`config.mk`:
```
export PLATFORM = sky130hd
export DESIGN_NAME = ascon_round_sequencer_flat
export DESIGN_NICKNAME = d
export VERILOG_FILES = /design/src/rtl/ascon_round_sequencer_if.sv /design/src/rtl/ascon_round_sequencer.sv /design/src/flat_wrapper.sv
export SDC_FILE = /design/constraint.sdc
export NUM_CORES = 1
export LEC_CHECK = 0
export ABC_AREA = 1
export CAP_MARGIN = 20
export CORE_MARGIN = 10
export CORE_UTILIZATION = 50
export CTS_BUF_LIST = sky130_fd_sc_hd__clkbuf_16
export DETAILED_ROUTE_END_ITERATION = 8
export GPL_TIMING_DRIVEN = 0
export PLACE_DENSITY = 0.82
export SLEW_MARGIN = 20
export SYNTH_ARGS = -nofsm -noshare
export SYNTH_HDL_FRONTEND = slang
export SYNTH_SLANG_ARGS = --single-unit
```
`constraint.sdc`:
```
create_clock -name clock_i -period 1.75 [get_ports clock_i]
set_input_delay 0.35 -clock clock_i [delete_from_list [all_inputs] [get_ports clock_i]]
set_output_delay 0.35 -clock clock_i [all_outputs]
set_load 0.03 [all_outputs]
```
`src/rtl/ascon_round_sequencer_if.sv`:
```
// Handshake bundle between the round sequencer and its requester/consumer.
// The slave modport is the sequencer's view; master is the surrounding system.
interface ascon_round_sequencer_if #(
    parameter int CNT_W = 16
);
    logic             start_i;
    logic             mode_i;
    logic             ready_o;
    logic [3:0]       round_o;
    logic             input_select_o;
    logic             ena_reg_state_o;
    logic             valid_o;
    logic             ready_i;
    logic [CNT_W-1:0] perm_count_o;

    modport slave (
        input  start_i,
        input  mode_i,
        input  ready_i,
        output ready_o,
        output round_o,
        output input_select_o,
        output ena_reg_state_o,
        output valid_o,
        output perm_count_o
    );

    modport master (
        output start_i,
        output mode_i,
        output ready_i,
        input  ready_o,
        input  round_o,
        input  input_select_o,
        input  ena_reg_state_o,
        input  valid_o,
        input  perm_count_o
    );
endinterface

```
`src/rtl/ascon_round_sequencer.sv`:
```
// Steps the Ascon permutation datapath through p^a or p^b, always ending on
// round 11, then holds the result until the downstream consumer takes it.
module ascon_round_sequencer #(
    parameter int ROUNDS_A = 12,
    parameter int ROUNDS_B = 6,
    parameter int CNT_W    = 16
) (
    input  logic                    clock_i,
    input  logic                    reset_i,
    ascon_round_sequencer_if.slave  seq
);
    typedef enum logic [1:0] {S_IDLE, S_RUN, S_DONE} state_t;

    localparam logic [3:0] LAST_ROUND = 4'd11;
    localparam logic [3:0] FIRST_A    = 4'(12 - ROUNDS_A);
    localparam logic [3:0] FIRST_B    = 4'(12 - ROUNDS_B);

    state_t           state_q, state_d;
    logic [3:0]       rnd_q, rnd_d;
    logic             m_q, m_d;
    logic [CNT_W-1:0] cnt_q, cnt_d;

    logic [3:0]       first_sel;
    logic             ready_o_c, input_select_c, ena_c, valid_c;
    logic [3:0]       round_c;

    // The round index alone carries the schedule; the latched mode is kept
    // as a debug-visible record of the request being served.
    logic             unused_mode;
    assign unused_mode = m_q;

    assign first_sel = seq.mode_i ? FIRST_B : FIRST_A;

    always_ff @(posedge clock_i) begin
        if (reset_i) begin
            state_q <= S_IDLE;
            rnd_q   <= 4'd0;
            m_q     <= 1'b0;
            cnt_q   <= '0;
        end else begin
            state_q <= state_d;
            rnd_q   <= rnd_d;
            m_q     <= m_d;
            cnt_q   <= cnt_d;
        end
    end

    always_comb begin
        state_d        = state_q;
        rnd_d          = rnd_q;
        m_d            = m_q;
        cnt_d          = cnt_q;
        ready_o_c      = 1'b0;
        input_select_c = 1'b0;
        ena_c          = 1'b0;
        valid_c        = 1'b0;
        round_c        = rnd_q;

        case (state_q)
            S_IDLE: begin
                ready_o_c      = 1'b1;
                input_select_c = 1'b1;
                round_c        = first_sel;
                ena_c          = seq.start_i;
                if (seq.start_i) begin
                    m_d = seq.mode_i;
                    // The first round is registered in this cycle already.
                    if (first_sel == LAST_ROUND) begin
                        state_d = S_DONE;
                    end else begin
                        rnd_d   = first_sel + 4'd1;
                        state_d = S_RUN;
                    end
                end
            end
            S_RUN: begin
                ena_c   = 1'b1;
                round_c = rnd_q;
                if (rnd_q == LAST_ROUND) begin
                    state_d = S_DONE;
                end else begin
                    rnd_d = rnd_q + 4'd1;
                end
            end
            S_DONE: begin
                valid_c = 1'b1;
                round_c = LAST_ROUND;
                if (seq.ready_i) begin
                    state_d = S_IDLE;
                    if (cnt_q != {CNT_W{1'b1}}) begin
                        cnt_d = cnt_q + CNT_W'(1);
                    end
                end
            end
            default: begin
                state_d = S_IDLE;
            end
        endcase

        // While reset is held, present a quiet idle face to the datapath.
        if (reset_i) begin
            ready_o_c      = 1'b1;
            input_select_c = 1'b1;
            round_c        = first_sel;
            ena_c          = 1'b0;
            valid_c        = 1'b0;
        end
    end

    assign seq.ready_o         = ready_o_c;
    assign seq.input_select_o  = input_select_c;
    assign seq.ena_reg_state_o = ena_c;
    assign seq.valid_o         = valid_c;
    assign seq.round_o         = round_c;
    assign seq.perm_count_o    = cnt_q;
endmodule

```
`src/flat_wrapper.sv`:
```
// flat-port wrapper written by rule: the top's interface ports become plain ports
module ascon_round_sequencer_flat 
#(
    parameter int ROUNDS_A = 12,
    parameter int ROUNDS_B = 6,
    parameter int CNT_W    = 16
)
  (clock_i, reset_i, seq_start_i, seq_mode_i, seq_ready_i, seq_ready_o, seq_round_o, seq_input_select_o, seq_ena_reg_state_o, seq_valid_o, seq_perm_count_o);
  ascon_round_sequencer_if #(.CNT_W(CNT_W)) seq_i ();
  input  logic clock_i;
  input  logic reset_i;
  input wire logic [$bits(seq_i.start_i)-1:0] seq_start_i;
  input wire logic [$bits(seq_i.mode_i)-1:0] seq_mode_i;
  input wire logic [$bits(seq_i.ready_i)-1:0] seq_ready_i;
  output wire logic [$bits(seq_i.ready_o)-1:0] seq_ready_o;
  output wire logic [$bits(seq_i.round_o)-1:0] seq_round_o;
  output wire logic [$bits(seq_i.input_select_o)-1:0] seq_input_select_o;
  output wire logic [$bits(seq_i.ena_reg_state_o)-1:0] seq_ena_reg_state_o;
  output wire logic [$bits(seq_i.valid_o)-1:0] seq_valid_o;
  output wire logic [$bits(seq_i.perm_count_o)-1:0] seq_perm_count_o;
  assign seq_i.start_i = seq_start_i;
  assign seq_i.mode_i = seq_mode_i;
  assign seq_i.ready_i = seq_ready_i;
  assign seq_ready_o = seq_i.ready_o;
  assign seq_round_o = seq_i.round_o;
  assign seq_input_select_o = seq_i.input_select_o;
  assign seq_ena_reg_state_o = seq_i.ena_reg_state_o;
  assign seq_valid_o = seq_i.valid_o;
  assign seq_perm_count_o = seq_i.perm_count_o;
  ascon_round_sequencer #(.ROUNDS_A(ROUNDS_A), .ROUNDS_B(ROUNDS_B), .CNT_W(CNT_W)) u_core (.clock_i(clock_i), .reset_i(reset_i), .seq(seq_i));
endmodule
```
==> summary.txt <==
Run status
  – Status: complete, no violations

Power and ir drop
  – Leakage power: between 0.8 and 0.9 nW
  – Total power draw: 1.29 mW
  – VDD IR max: between 0.5 and 0.6 mV
  – Pwr Density: 738 nW/µm²

Placed design
  – Dpl hpwl: 2420 µm
  – PortBufs: 28
  – GPL Wtd Cong: approximately 0.80
  – Placed Area: 1660 µm²
  – Setup WS pre-CTS: -0.661 ns

Yosys
  – FF+latch count, synth: 22
  – Post-synth top flop: dfxtp_1
  – Commonest cells in the synthesized netlist: 53 x nand2_1, 39 x nor2_1, 24 x inv_1
  – EDFF count, synth: 0
  – Post-Syn Area: 1340 µm²
  – Top-count cell post-synth: nand2_1
  – Synthesized area per cell: approximately 6.5 µm²
  – Synth area leader: dfxtp_1
  – Syn nets: 212
  – Seq/Total Area, Yosys: 32.9%
  – Yosys warns: 0
  – Count of cell types in the netlist: 29
  – Area contributors post-synth: dfxtp_1 33%, nand2_1 15%, nor2_1 11%
  – Ys async rst share: 0%
  – Post-synthesis cell count: 205
  – Top cell type's share of synthesized area: 32.9%

Setup path
  – Reg2reg setup slack: between 0.1 and 0.15 ns
  – Critical-path top delay cell: clkdlybuf4s50_1
  – Critical path buffers and inverters: 1
  – Critical-path cell list: clkdlybuf4s50_1
  – Reg2reg start: u_core.seq.perm_count_o[0]$_SDFFE_PP0P_
  – CP Class: reg -> out
  – Cell family with most CP delay: buffers and inverters
  – Reg2reg path depth: 8
  – Worst R2R End: u_core.seq.perm_count_o[0]$_SDFFE_PP0P_
  – Critical Path Fanout Max: 5
  – Critical Path Sink Type: output pin
  – CP Launch Type: flip-flop
  – Req. time, crit path: 1.40 ns
  – Largest stage delay, worst path: 0.71 ns
  – Data arrival, critical path: 1.38 ns

Flow run
  – Maxcap violations: 0

Floorplanning
  – I/O pin total: 29
  – Die width: between 70 and 80 µm
  – Die Y: 71.7 µm
  – Row count: 18
  – Starting density of the core: approximately 53%
  – DIE AREA: between 5000 and 6000 µm²
  – Core Area: ~2500 µm²

Timing
  – Tmin final: around 1.7 ns
  – Worst-Margin Slew: 0.345 ns
  – Fin. Hold Viols: 0
  – Setup ws final: approximately 0.024 ns
  – RSZ-0062 raised after global routing: no
  – Slew Viols, Final: 0
  – Period utilization: 98.7%
  – Slew HR: between 70% and 80%
  – Final Skew: just over 0.003 ns
  – # setup viols final: 0
  – Fmax: roughly 580 MHz
  – Setup TNS: 0 ns

Detailed routing
  – Post-route ant nets: 0
  – Met3 wire length: about 190 µm
  – Routed len/inst: 12.4 µm
  – Router iterations before antenna repair: 4
  – Metal2 WL: 1560 µm
  – Initial DRC Count: 95
  – Met1 WL: about 1500 µm
  – Top Metal Used: met4
  – Detailed-route via count: 1414
  – DRC viols: 0
  – Post-Route WL: 3300 µm
  – Vias per inst: ~5.3

Cells and area
  – Share of cells above drive strength 1: 11.8%
  – Final nets: 245
  – Synthesis-to-layout area growth: 30.5%
  – Final instance area: between 1500 and 2000 µm²
  – Antenna Cells: 0

Global route
  – Vias in the first global route: 1293
  – First-pass GRT wire length: 5680 µm
  – Initial antenna violation count: 0
  – Gr ovfl total: 0
  – Maximum number of pins on one net before global-route repair: 14
  – Tot GR Track Use: between 10% and 20%

Min path
  – Worst Hold End: u_core.seq.perm_count_o[1]$_SDFFE_PP0P_
  – Hold depth: 2
  – Worst hold start: u_core.seq.perm_count_o[1]$_SDFFE_PP0P_
  – Worst min-delay path category: reg -> reg

CTS
  – CTS max path bufs: 2
  – # H-tree levels: 1
  – Skew-Pair Late Insertion Delay: 0.26 ns
  – Root buf cell: clkbuf_16
  – Clock transition at path regs: 0.06 ns
  – CTS tree: done
  – Cts hold-fix bufs: 0
  – Clock Sink Count: 22
  – Total CTS buffers: 3
## cells in the final DEF, fill, tap and decap left out, types with 4 or more instances in the layout
master	Yosys	final
nand2_1	53	53
nor2_1	39	39
inv_1	24	24
dfxtp_1	22	22
a21oi_1	13	13
nand3_1	10	10
nand4_1	7	7
clkdlybuf4s50_1	0	7
dlymetal6s2s_1	0	7
dlygate4sd2_1	0	6
o21ai_0	5	5
buf_2	0	5
nor2_2	4	4
buf_4	2	4
## through the flow
stage                     cells  hold slack, ns  utilization [%]
after floorplan             205           0.484                -
after global placement      263           0.507             65.7
after detailed placement    263           0.525             65.7
after CTS                   267           0.536             68.6
after global routing        267           0.563             69.2
final                       267           0.532             69.2
## layout make-up
class / count / area [µm²]
Fill cell: 221 / 776
Buffer: 3 / 22.5
Sequential cell: 22 / 440
Timing Repair Buffer: 28 / 262
Multi-Input combinational cell: 154 / 777
Clock inverter: 1 / 30.0
Inverter: 26 / 103
Tap cell: 30 / 37.5
Clock buffer: 3 / 75.1
## metal layers
metal / up-vias / GRT usage, %
li1: 717 / -
met1: 656 / 15.8
met2: 37 / 21.0
met3: 4 / 3.72
met4: 0 / 5.81
met5: - / 0
## where the power goes
part / switching, mW / internal (mW)
clock: 0.189 / 0.454
sequential: 0.0112 / 0.512
combinational: 0.0802 / 0.0431
total: 0.281 / 1.01
## cells by family after synthesis
family	count (synthesis)	share of synthesized area [%]
compound gates	24	10.1
xor+xnor	5	3.27
fa+ha+maj	2	1.87
buf+inv	29	9.06
flops	22	32.9
simple gates	123	42.8
## flip-flops by register name, summed over array words and instances (netlist names)
register                 flops
u_core.rnd_q                 4
u_core.seq.perm_count_o     16
u_core.state_q               2
## worst max-delay path by stage
stage	startpoint	end	slack, ns	cells after the start
floorplan	u_core.seq.perm_count_o[0]$_SDFFE_PP0P_	u_core.seq.perm_count_o[1]$_SDFFE_PP0P_	0.11	8
global placement	reset_i	seq_valid_o	-0.66	4
detailed placement	reset_i	seq_valid_o	-0.66	4
CTS	u_core.seq.perm_count_o[5]$_SDFFE_PP0P_	seq_perm_count_o[5]	0.01	1
global route	u_core.seq.perm_count_o[10]$_SDFFE_PP0P_	seq_perm_count_o[10]	0.003	1
finish	u_core.seq.perm_count_o[10]$_SDFFE_PP0P_	seq_perm_count_o[10]	0.02	1
## worst min-delay path, delay by kind of cell (launching register included)
family | cells | cell delay [ns]
flip-flops | 1 | 0.34
AND/OR/NAND/NOR | 2 | 0.16
## what timing repair did
item,CTS,global route
gates resized for setup,49,7
endpoints found under the setup margin,13,7
endpoints found under the hold margin,0,0
buffers inserted,0,0
pin swaps,1,0
No activity file was read; power rests on OpenSTA's default activity.
